### config.mk
export PLATFORM = sky130hd
export DESIGN_NAME = axil_to_wb_bridge
export DESIGN_NICKNAME = d
export VERILOG_FILES = /design/src/rtl/axil_to_wb_bridge.sv
export SDC_FILE = /design/constraint.sdc
export NUM_CORES = 1
export LEC_CHECK = 0
export BUFFER_PORTS_ARGS = -buffer_cell sky130_fd_sc_hd__buf_4
export CORE_MARGIN = 3
export CORE_UTILIZATION = 41
export CTS_BUF_LIST = sky130_fd_sc_hd__clkbuf_8
export DETAILED_ROUTE_END_ITERATION = 6
export GPL_ROUTABILITY_DRIVEN = 0
export PLACE_DENSITY = 0.67
export RECOVER_POWER = 50
export SETUP_SLACK_MARGIN = 0.05
export SLEW_MARGIN = 20
export SYNTH_ARGS = -nofsm -noshare
export SYNTH_HDL_FRONTEND = slang
export SYNTH_SLANG_ARGS = --single-unit
### constraint.sdc
create_clock -name clk -period 3.5 [get_ports clk]
set_input_delay 0.7 -clock clk [delete_from_list [all_inputs] [get_ports clk]]
set_output_delay 0.7 -clock clk [all_outputs]
set_load 0.02 [all_outputs]
### src/rtl/axil_to_wb_bridge.sv
// AXI4-Lite slave to Wishbone classic master bridge with one bus cycle in flight,
// round-robin read/write arbitration and SLVERR abort of cycles that never acknowledge.
module axil_to_wb_bridge #(
    parameter int ADDR_WIDTH     = 32,
    parameter int DATA_WIDTH     = 32,
    parameter int TIMEOUT_CYCLES = 255,
    localparam int STRB_WIDTH    = DATA_WIDTH / 8
) (
    input  logic                  clk,
    input  logic                  rst,
    input  logic                  s_awvalid,
    output logic                  s_awready,
    input  logic [ADDR_WIDTH-1:0] s_awaddr,
    input  logic [2:0]            s_awprot,
    input  logic                  s_wvalid,
    output logic                  s_wready,
    input  logic [DATA_WIDTH-1:0] s_wdata,
    input  logic [STRB_WIDTH-1:0] s_wstrb,
    output logic                  s_bvalid,
    input  logic                  s_bready,
    output logic [1:0]            s_bresp,
    input  logic                  s_arvalid,
    output logic                  s_arready,
    input  logic [ADDR_WIDTH-1:0] s_araddr,
    input  logic [2:0]            s_arprot,
    output logic                  s_rvalid,
    input  logic                  s_rready,
    output logic [DATA_WIDTH-1:0] s_rdata,
    output logic [1:0]            s_rresp,
    output logic                  core_cyc,
    output logic                  core_stb,
    output logic                  core_we,
    output logic [ADDR_WIDTH-1:0] core_addr,
    output logic [DATA_WIDTH-1:0] core_data_out,
    output logic [STRB_WIDTH-1:0] core_sel,
    input  logic [DATA_WIDTH-1:0] core_data_in,
    input  logic                  core_ack,
    input  logic                  core_err
);
    typedef enum logic [2:0] {IDLE, WR_BUS, RD_BUS, WR_RESP, RD_RESP} state_t;

    localparam int         CW          = (TIMEOUT_CYCLES > 2) ? $clog2(TIMEOUT_CYCLES) : 1;
    localparam logic [1:0] RESP_OKAY   = 2'b00;
    localparam logic [1:0] RESP_SLVERR = 2'b10;
    localparam logic       GRANT_READ  = 1'b0;

    state_t                state_q, state_d;
    logic                  last_grant_q, last_grant_d;
    logic                  aw_full_q, aw_full_d, w_full_q, w_full_d, ar_full_q, ar_full_d;
    logic [ADDR_WIDTH-1:0] aw_addr_q, aw_addr_d, ar_addr_q, ar_addr_d;
    logic [DATA_WIDTH-1:0] w_data_q, w_data_d;
    logic [STRB_WIDTH-1:0] w_strb_q, w_strb_d;
    logic [CW-1:0]         tmo_cnt_q, tmo_cnt_d;
    logic                  core_cyc_q, core_cyc_d, core_we_q, core_we_d;
    logic [ADDR_WIDTH-1:0] core_addr_q, core_addr_d;
    logic [DATA_WIDTH-1:0] core_data_out_q, core_data_out_d;
    logic [STRB_WIDTH-1:0] core_sel_q, core_sel_d;
    logic                  s_bvalid_q, s_bvalid_d, s_rvalid_q, s_rvalid_d;
    logic [1:0]            s_bresp_q, s_bresp_d, s_rresp_q, s_rresp_d;
    logic [DATA_WIDTH-1:0] s_rdata_q, s_rdata_d;

    logic wr_pending, rd_pending, grant_wr, timed_out, bus_done, bus_ok;
    logic unused_prot;

    assign unused_prot = ^{s_awprot, s_arprot};
    assign wr_pending  = aw_full_q && w_full_q;
    assign rd_pending  = ar_full_q;
    // Contested grants go to whichever side did not win the previous contest.
    assign grant_wr    = wr_pending && (!rd_pending || (last_grant_q == GRANT_READ));
    assign timed_out   = (TIMEOUT_CYCLES != 0) && (tmo_cnt_q == CW'(TIMEOUT_CYCLES - 1));
    assign bus_done    = core_err || core_ack || timed_out;
    assign bus_ok      = core_ack && !core_err;

    always_comb begin
        state_d         = state_q;
        last_grant_d    = last_grant_q;
        aw_full_d       = aw_full_q;
        aw_addr_d       = aw_addr_q;
        w_full_d        = w_full_q;
        w_data_d        = w_data_q;
        w_strb_d        = w_strb_q;
        ar_full_d       = ar_full_q;
        ar_addr_d       = ar_addr_q;
        tmo_cnt_d       = tmo_cnt_q;
        core_cyc_d      = core_cyc_q;
        core_we_d       = core_we_q;
        core_addr_d     = core_addr_q;
        core_data_out_d = core_data_out_q;
        core_sel_d      = core_sel_q;
        s_bvalid_d      = s_bvalid_q;
        s_bresp_d       = s_bresp_q;
        s_rvalid_d      = s_rvalid_q;
        s_rresp_d       = s_rresp_q;
        s_rdata_d       = s_rdata_q;

        if (s_awvalid && s_awready) begin
            aw_full_d = 1'b1;
            aw_addr_d = s_awaddr;
        end
        if (s_wvalid && s_wready) begin
            w_full_d = 1'b1;
            w_data_d = s_wdata;
            w_strb_d = s_wstrb;
        end
        if (s_arvalid && s_arready) begin
            ar_full_d = 1'b1;
            ar_addr_d = s_araddr;
        end

        case (state_q)
            IDLE: begin
                if (wr_pending && rd_pending) last_grant_d = grant_wr;
                if (grant_wr) begin
                    state_d         = WR_BUS;
                    tmo_cnt_d       = '0;
                    core_cyc_d      = 1'b1;
                    core_we_d       = 1'b1;
                    core_addr_d     = aw_addr_q;
                    core_data_out_d = w_data_q;
                    core_sel_d      = w_strb_q;
                end else if (rd_pending) begin
                    state_d         = RD_BUS;
                    tmo_cnt_d       = '0;
                    core_cyc_d      = 1'b1;
                    core_we_d       = 1'b0;
                    core_addr_d     = ar_addr_q;
                    core_data_out_d = '0;
                    core_sel_d      = '1;
                end
            end
            WR_BUS, RD_BUS: begin
                tmo_cnt_d = tmo_cnt_q + CW'(1);
                if (bus_done) begin
                    core_cyc_d = 1'b0;
                    core_we_d  = 1'b0;
                    if (state_q == WR_BUS) begin
                        state_d    = WR_RESP;
                        s_bvalid_d = 1'b1;
                        s_bresp_d  = bus_ok ? RESP_OKAY : RESP_SLVERR;
                        aw_full_d  = 1'b0;
                        w_full_d   = 1'b0;
                    end else begin
                        state_d    = RD_RESP;
                        s_rvalid_d = 1'b1;
                        s_rresp_d  = bus_ok ? RESP_OKAY : RESP_SLVERR;
                        s_rdata_d  = bus_ok ? core_data_in : '0;
                        ar_full_d  = 1'b0;
                    end
                end
            end
            WR_RESP: begin
                if (s_bready) begin
                    s_bvalid_d = 1'b0;
                    state_d    = IDLE;
                end
            end
            RD_RESP: begin
                if (s_rready) begin
                    s_rvalid_d = 1'b0;
                    state_d    = IDLE;
                end
            end
            default: state_d = IDLE;
        endcase
    end

    always_ff @(posedge clk) begin
        if (rst) begin
            state_q         <= IDLE;
            last_grant_q    <= GRANT_READ;
            aw_full_q       <= 1'b0;
            aw_addr_q       <= '0;
            w_full_q        <= 1'b0;
            w_data_q        <= '0;
            w_strb_q        <= '0;
            ar_full_q       <= 1'b0;
            ar_addr_q       <= '0;
            tmo_cnt_q       <= '0;
            core_cyc_q      <= 1'b0;
            core_we_q       <= 1'b0;
            core_addr_q     <= '0;
            core_data_out_q <= '0;
            core_sel_q      <= '0;
            s_bvalid_q      <= 1'b0;
            s_bresp_q       <= 2'b00;
            s_rvalid_q      <= 1'b0;
            s_rresp_q       <= 2'b00;
            s_rdata_q       <= '0;
        end else begin
            state_q         <= state_d;
            last_grant_q    <= last_grant_d;
            aw_full_q       <= aw_full_d;
            aw_addr_q       <= aw_addr_d;
            w_full_q        <= w_full_d;
            w_data_q        <= w_data_d;
            w_strb_q        <= w_strb_d;
            ar_full_q       <= ar_full_d;
            ar_addr_q       <= ar_addr_d;
            tmo_cnt_q       <= tmo_cnt_d;
            core_cyc_q      <= core_cyc_d;
            core_we_q       <= core_we_d;
            core_addr_q     <= core_addr_d;
            core_data_out_q <= core_data_out_d;
            core_sel_q      <= core_sel_d;
            s_bvalid_q      <= s_bvalid_d;
            s_bresp_q       <= s_bresp_d;
            s_rvalid_q      <= s_rvalid_d;
            s_rresp_q       <= s_rresp_d;
            s_rdata_q       <= s_rdata_d;
        end
    end

    assign s_awready     = !aw_full_q;
    assign s_wready      = !w_full_q;
    assign s_arready     = !ar_full_q;
    assign s_bvalid      = s_bvalid_q;
    assign s_bresp       = s_bresp_q;
    assign s_rvalid      = s_rvalid_q;
    assign s_rresp       = s_rresp_q;
    assign s_rdata       = s_rdata_q;
    assign core_cyc      = core_cyc_q;
    assign core_stb      = core_cyc_q;
    assign core_we       = core_we_q;
    assign core_addr     = core_addr_q;
    assign core_data_out = core_data_out_q;
    assign core_sel      = core_sel_q;
endmodule

==> flow_summary.yaml, run 1 <==
detailed_routing:
  via_per_inst: 4.92
  wl_per_cell_microns: 15.3
  routed_wl_microns: 21300
  drc: 0
  drt_first_pass_iters: 5
  via_count: 6832
  drtIter0Drc: 312
  drtAntennaViolNets: 0
setup_path:
  end_kind: "flop"
  worstPathArrival_ps: 2860
  crit_type: "reg2reg"
  start_kind: "flop"
  cp.required_ps: 3950
  critPathMaxFanout: 33
global_routing:
  grt_usage_pct: 19.1
  grt_max_degree: 65
  use_met3_pct: 5.71
  grt_overflow: 0
  use_met1_pct: 24.0
  met2_usage_pct: 31.5
  top_usage_layer: "met2"
  grt_pass1_wl_microns: 34000
  antenna_found_initial: 0
  grt_pass1_vias: 6643
pwr:
  leakage_nw: 4.55
  combPwrFrac_pct: 21.0
  pwr-share-clk_pct: 34.5
  peakVddDrop_mv: 0.264
  switching_power_mw: 2.05
  p_per_area_nw_per_um2: 635
  switching_share_pct: 30.7
  power_frac_seq_pct: 44.5
  p_int_mw: 4.63
cts:
  cts_sinks: 221
  cts_hold_buf: 0
  ctsResizeCount: 0
  post_cts_buffers: 0
  htree_levels: 2
  cts_tree: "built"
  cts-buffers-inserted: 38
  clk_pin_slew_ps: 60
  ctsLongestPathBuffers: 3
  root_buffer: "clkbuf_8"
  worstSkewPairLatency_ps: 520
sta:
  setup_viol: 0
  finalCritPeriodShare_pct: 68.7
  setup_tns_ps: 0
  rsz0062_at_grt: "false"
  hold_viol: 0
  worst_pin_slew_ps: 1730
  worst_slew_margin_rel_pct: -15.5
  whs_ps: 405
  skew_ps: 14.3
  period_minus_slack_ps: 2400
  slew_viol_final: 70
  timing.fmax_ghz: 0.416
status:
  violations: "capacitance limit, slew limit"
  status: "finished with violations"
floorplanning:
  fp.dieArea_sq_um: 21400
  core_area_sq_um: 19000
  die_height_microns: 146
  initial_core_util_pct: 42.4
  rows: 50
  die_w_microns: 146
  ios: 259
layout:
  final_nets: 1252
  fillers: 1875
  n_antenna_cell: 0
  drive_gt1_share_pct: 26.2
  syn_to_final_growth_pct: 30.6
synth:
  ys_seq_elements: 221
  synthFlopType: "dfxtp_1"
  ys_seq_area_share_pct: 54.9
  ys_warn_count: 0
  syn-cell-area_sq_um: 8060
  syn_avg_cell_area_sq_um: 9.27
  synthCells: 869
  ys_types: 49
  synthArstFlopShare_pct: 0
  synth-edff-count: 0
job:
  max_cap_violations: 2
place:
  dp_hpwl_microns: 13800
  portBuffers: 250
worst_hold_path:
  hold_path.class: "in2reg"
## flip-flops by register name, indices dropped and copies added (netlist names)
register / flops
ar_addr_q: 32
aw_addr_q: 32
core_addr: 32
core_data_out: 32
s_rdata: 32
w_data_q: 32
tmo_cnt_q: 8
core_sel: 4
w_strb_q: 4
state_q: 3
ar_full_q: 1
aw_full_q: 1
core_cyc: 1
core_we: 1
last_grant_q: 1
s_bresp: 1
s_bvalid: 1
s_rresp: 1
s_rvalid: 1
w_full_q: 1
## cell families after synthesis
kind of cell | after synthesis | share of synthesized area [%]
flops | 221 | 54.9
fa+ha+maj | 2 | 0.311
compound gates | 225 | 19.3
buf+inv | 77 | 4.97
mux | 34 | 4.22
xor+xnor | 7 | 0.761
simple gates | 302 | 15.5
other cells | 1 | 0.0465
## cell usage in the layout (no fill, tap or decap), drive strengths merged, types with 2 or more instances in the layout
cell type,instances
dfxtp,221
a2111o,2
a21oi,108
ha,2
and2b,2
a211oi,34
a22o,64
nand4,5
xor2,6
clkbuf,110
nand3,7
clkinv,3
nor2,49
inv,19
nand2,213
and3,4
nor2b,4
mux2i,34
o21ai,3
o22ai,4
and2,2
nor3,12
conb,2
o21a,2
buf,202
a31oi,2
a211o,2
## cells in the mapped netlist, types with 7 or more instances
cell type  count  area [sq um]
buf_1          7          26.3
mux2i_1       34           340
nand2_1      213           800
a21oi_1      107           536
buf_4         10          75.1
nand3_1        7          35.0
buf_6          7          78.8
nor3_1        11          55.1
a22o_1        40           350
dfxtp_1      221          4420
buf_2         16          80.1
nor2_1        46           173
a22o_2        24           240
clkbuf_1      30           113
a211oi_1      34           255
## worst max-delay path, cell delays in order, from the launching register on
cell     delay, ps
dfxtp_1        400
inv_1           60
ha_1           180
and3_1         190
a211o_1        380
a31oi_4        840
a22o_2         270
## metrics by stage
step	util (%)	std cells	setup WS (ps)	instance area (sq um)	total power, mW
floorplan	-	870	1790	8060	3.94
global placement	52.6	1323	1170	10000	4.49
detailed placement	52.6	1323	1160	10000	4.51
CTS	56.6	1389	1130	10800	6.85
global route	55.3	1389	830	10500	7.06
finish	55.3	1389	1100	10500	6.69
## layer usage
| layer | vias to the layer above | wire, microns |
|---|---|---|
| met5 | - | 0 |
| met4 | 0 | 459 |
| met3 | 38 | 1430 |
| met2 | 190 | 10200 |
| met1 | 3140 | 9190 |
| li1 | 3464 | - |
## power groups by stage
stage / logic (mW) / registers [mW] / clock network, mW
2_1_floorplan: 0.769 / 3.17 / 0
3_3_place_gp: 1.47 / 3.02 / 0
3_5_place_dp: 1.48 / 3.03 / 0
4_1_cts: 1.49 / 2.98 / 2.39
5_1_grt: 1.55 / 3.01 / 2.50
6_report: 1.40 / 2.98 / 2.31
## worst paths after layout
check                                       from          end  slack [ps]  cells past startpoint
worst min register to register          s_bvalid     s_bvalid         450                      2
worst max-delay path                tmo_cnt_q[0]  s_rdata[30]        1100                      6
worst min-delay path            core_data_in[31]  s_rdata[31]         400                      2
worst max register to register      tmo_cnt_q[0]  s_rdata[30]        1100                      6
## layout make-up
cell class / instances / area (sq um) / share of cell area [%]
multi-input combinational: 572 / 3240 / 30.8
clock inverter: 18 / 101 / 0.963
tap: 260 / 325 / 3.09
clock buffer: 48 / 661 / 6.28
timing repair buffer: 264 / 1750 / 16.6
sequential: 221 / 4420 / 42.0
inverter: 6 / 22.5 / 0.214
Note: power is estimated with default switching activity, not from simulation.
==> inputs of run 2 (changes only) <==
PLACE_DENSITY = 0.69   (was 0.67)
clock period = 2 ns   (was 3.5 ns; I/O delays follow)
==> run 2 against run 1 <==
The run now ends clean. Core utilization fell by 0.49 points. Worst setup slack got worse by 930 ps. Sequential cell count did not move. Via count up 0.48%. Sequential share of layout area increased by 0.37 points. Combinational power rose by 77%. Clock power is 57% higher. Critical path type unchanged. Largest cell class unchanged.
==> flow_summary.yaml, run 2 (same netlist as run 1, synthesis figures left out) <==
status:
  status: "completed"
setup_path:
  reg2reg_setup_slack_ps: 170
  critPathMaxFanout: 12
  end_kind: "flop"
  crit_type: "reg2reg"
  cp.required_ps: 2470
  r2r-start: "tmo_cnt_q[0]"
  reg2reg_to: "s_rdata[26]"
  critPathLaunch: "tmo_cnt_q[0]"
  worstPathArrival_ps: 2300
  rr_worst_depth: 7
  start_kind: "flop"
detailed_routing:
  drtIter0Drc: 259
  wl_per_cell_microns: 15.1
  drtAntennaViolNets: 0
  via_count: 6865
  drt_first_pass_iters: 4
  routed_wl_microns: 21000
  drc: 0
  via_per_inst: 4.93
cts:
  ctsResizeCount: 0
  htree_levels: 2
  worstSkewPairLatency_ps: 530
  ctsLongestPathBuffers: 3
  cts-buffers-inserted: 38
  cts_tree: "built"
  clk_pin_slew_ps: 50
  post_cts_buffers: 0
  cts_sinks: 221
  cts_hold_buf: 0
  root_buffer: "clkbuf_8"
sta:
  rsz0062_at_grt: "false"
  whs_ps: 90.2
  worst_pin_slew_ps: 798
  finalCritPeriodShare_pct: 91.6
  setup_viol: 0
  timing.fmax_ghz: 0.546
  skew_ps: 10.5
  slew_viol_final: 0
  worst_slew_margin_rel_pct: 46.8
  hold_viol: 0
  setup_tns_ps: 0
  period_minus_slack_ps: 1830
layout:
  final_nets: 1259
  final_core_util_pct: 54.8
  syn_to_final_growth_pct: 29.5
  final_common_cell: "dfxtp_1"
  n_antenna_cell: 0
  mostFrequentLayoutCells: "dfxtp_1 (221), nand2_1 (213), buf_4 (173)"
  stdcell_area_sq_um: 10400
  drive_gt1_share_pct: 23.7
pwr:
  peakVddDrop_mv: 0.484
  leakage_nw: 4.43
  p_per_area_nw_per_um2: 1080
worst_hold_path:
  min_from: "s_arvalid"
  hold_path.class: "in2reg"
  hold_depth: 2
  min_to: "ar_full_q"
floorplanning:
  core_area_sq_um: 19000
  die_w_microns: 146
  die_height_microns: 146
  initial_core_util_pct: 42.4
  rows: 50
  ios: 259
  fp.dieArea_sq_um: 21400
global_routing:
  antenna_found_initial: 0
  grt_usage_pct: 18.6
  grt_max_degree: 64
  grt_pass1_vias: 6529
  grt_overflow: 0
  grt_pass1_wl_microns: 33000
job:
  max_cap_violations: 0
place:
  dp_hpwl_microns: 13600
  postPlaceCellArea_sq_um: 10100
  portBuffers: 250
[run 2: cell count changes in the layout (fill, tap and decap cells not counted), sizes merged]
cell	before	now
buf	202	177
clkinvlp	1	2
clkbuf	110	136
inv	19	24
clkinv	3	1
bufinv	1	0
[run 2: metrics by stage]
stage	std cells	setup WS [ps]	total power [mW]
4_1_cts	1393	166	11.6
3_3_place_gp	1330	201	7.90
2_1_floorplan	870	293	6.89
3_5_place_dp	1330	180	7.95
6_report	1393	168	11.3
5_1_grt	1393	75.6	11.9
[run 2: area by class of cell]
type | count | area (sq um)
clock buffer | 42 | 578
clock inverter | 21 | 92.6
fill | 1899 | 8590
inverter | 6 | 22.5
multi-input combinational | 572 | 3250
sequential | 221 | 4420
tap | 260 | 325
timing repair buffer | 271 | 1740
[run 2: how the worst max path moves through the flow]
stage / to / cells after the start / slack (ps)
2_1_floorplan: s_rdata[10] / 7 / 290
3_3_place_gp: s_rdata[27] / 7 / 200
3_5_place_dp: s_rdata[26] / 7 / 180
4_1_cts: s_rdata[26] / 7 / 170
5_1_grt: s_rdata[23] / 7 / 80
6_report: s_rdata[26] / 7 / 170
[run 2: power by group]
group,internal [mW],leakage (nW),switching (mW),total (mW)
combinational,0.925,2.23,1.56,2.48
clock,1.91,0.401,1.72,3.63
sequential,4.88,1.80,0.278,5.16
total,7.72,4.43,3.56,11.3
[run 2: critical path, stage by stage (launching register included)]
cell,delay (ps)
dfxtp_1,390
inv_1,60
ha_1,190
and3_4,180
a211o_4,360
a31oi_4,230
buf_4,220
a22o_2,150
[run 2: metal layers]
layer  routed length (microns)  vias to the layer above  share of wire, %  GRT usage [%]
met5                         0                        -                 0              0
met4                       611                        0               2.9           7.38
met3                      1360                       43               6.5           5.12
met2                      9810                      204                47           30.8
met1                      9210                     3145                44           23.0
li1                          -                     3473                 -              -
==> inputs of run 3 (changes only) <==
CORE_UTILIZATION = 47   (was 41)
PLACE_DENSITY = 0.78   (was 0.69)
==> run 3 against run 2 <==
Final cell count down 2.7%. Combinational power down 2%. Hold slack better by 14 ps.
==> flow_summary.yaml, run 3 (same netlist as run 1, synthesis figures left out) <==
setup_path:
  rr_worst_depth: 7
  critPathLaunch: "tmo_cnt_q[0]"
  reg2reg_to: "s_rdata[1]"
  end_kind: "flop"
  cp.required_ps: 2440
  critPathMaxFanout: 33
  start_kind: "flop"
  crit_type: "reg2reg"
  crit_chain: "inv_1, ha_1, and3_4, a211o_4, a31oi_4, buf_12, a22o_1"
  worst_path_max_delay_cell: "dfxtp_1"
  r2r-start: "tmo_cnt_q[0]"
  reg2reg_setup_slack_ps: 160
  slowest_delay_ps: 390
  worstPathArrival_ps: 2280
detailed_routing:
  routed_wl_microns: 20700
  drc: 0
  via_per_inst: 5.13
  wl_per_cell_microns: 15.3
  drtAntennaViolNets: 0
  drtIter0Drc: 319
  via_count: 6950
  drt_first_pass_iters: 5
sta:
  slew_viol_final: 0
  hold_viol: 0
  setup_viol: 0
  setup_tns_ps: 0
  worst_slew_margin_rel_pct: 47.1
  worst_pin_slew_ps: 793
  timing.fmax_ghz: 0.545
  finalCritPeriodShare_pct: 91.8
  rsz0062_at_grt: "false"
  period_minus_slack_ps: 1840
  skew_ps: 13.0
layout:
  final_common_cell: "dfxtp_1"
  multiInputGateArea_sq_um: 3250
  fillers: 1587
  instances_no_fill: 1355
  final_nets: 1260
  mostFrequentLayoutCells: "dfxtp_1 (221), nand2_1 (213), buf_4 (160)"
  final-seq-area_sq_um: 4420
  n_antenna_cell: 0
  syn_to_final_growth_pct: 29.1
  drive_gt1_share_pct: 23.0
global_routing:
  grt_usage_pct: 21.2
  grt_overflow: 0
  grt_max_degree: 69
  grt_pass1_vias: 6639
  antenna_found_initial: 0
  grt_pass1_wl_microns: 32300
status:
  status: "completed"
worst_hold_path:
  min_to: "ar_full_q"
  min_from: "s_arvalid"
  hold_path.class: "in2reg"
  hold_depth: 2
cts:
  root_buffer: "clkbuf_8"
  ctsResizeCount: 0
  cts_sinks: 221
  cts-buffers-inserted: 38
  cts_hold_buf: 0
  ctsLongestPathBuffers: 3
  htree_levels: 2
  cts_tree: "built"
  clk_pin_slew_ps: 60
  worstSkewPairLatency_ps: 510
  post_cts_buffers: 0
pwr:
  switching_share_pct: 31.0
  p_per_area_nw_per_um2: 1100
  p_int_mw: 7.89
  combPwrFrac_pct: 21.4
  peakVddDrop_mv: 0.605
  pwr-share-clk_pct: 33.4
  leakage_nw: 4.40
  power_frac_seq_pct: 45.2
  switching_power_mw: 3.54
place:
  placedCellCount: 1291
  portBuffers: 250
  dp_hpwl_microns: 13800
floorplanning:
  ios: 259
  fp.dieArea_sq_um: 18700
  initial_core_util_pct: 48.2
  rows: 47
  core_area_sq_um: 16700
  die_height_microns: 137
  die_w_microns: 137
job:
  max_cap_violations: 0
[run 3: critical path: cells and delay by family (launching register included)]
family,cells,cell delay [ps]
compound gates,3,730
flops,1,390
buf+inv,2,260
fa+ha+maj,1,190
simple gates,1,180
[run 3: layout make-up]
class	instances	area share [%]
clock buffer	47	6.22
clock inverter	17	0.734
inverter	6	0.217
multi-input combinational	572	31.2
sequential	221	42.5
tap	220	2.65
timing repair buffer	272	16.4
[run 3: worst max path at each step]
stage             endpoint  slack, ps  depth (start not counted)
6_report        s_rdata[1]        160                          7
5_1_grt         s_rdata[1]         90                          7
4_1_cts         s_rdata[1]        170                          7
3_5_place_dp    s_rdata[0]        190                          7
3_3_place_gp   s_rdata[28]        230                          7
2_1_floorplan  s_rdata[10]        290                          7
[run 3: metal layers]
layer / track usage, % / vias to the layer above / share of wire [%]
li1: - / 3473 / -
met1: 25.8 / 3191 / 40
met2: 35.7 / 241 / 48
met3: 6.54 / 45 / 9.0
met4: 7.21 / 0 / 2.7
met5: 0 / - / 0
[run 3: stage by stage]
stage	power [mW]	hold slack (ps)	cell area [sq um]	util, %	setup WS, ps
floorplan	6.89	436	8060	-	293
global placement	7.89	441	10100	60.3	227
detailed placement	7.95	446	10100	60.3	188
CTS	11.8	73.8	10800	64.7	170
global route	12.1	73.8	10400	62.3	91.3
finish	11.4	104	10400	62.3	165
[run 3: power by group through the flow]
stage	sequential (mW)	clock (mW)	combinational, mW
2_1_floorplan	5.55	0	1.35
3_3_place_gp	5.25	0	2.65
3_5_place_dp	5.26	0	2.69
4_1_cts	5.17	3.93	2.70
5_1_grt	5.22	4.17	2.70
6_report	5.16	3.82	2.44
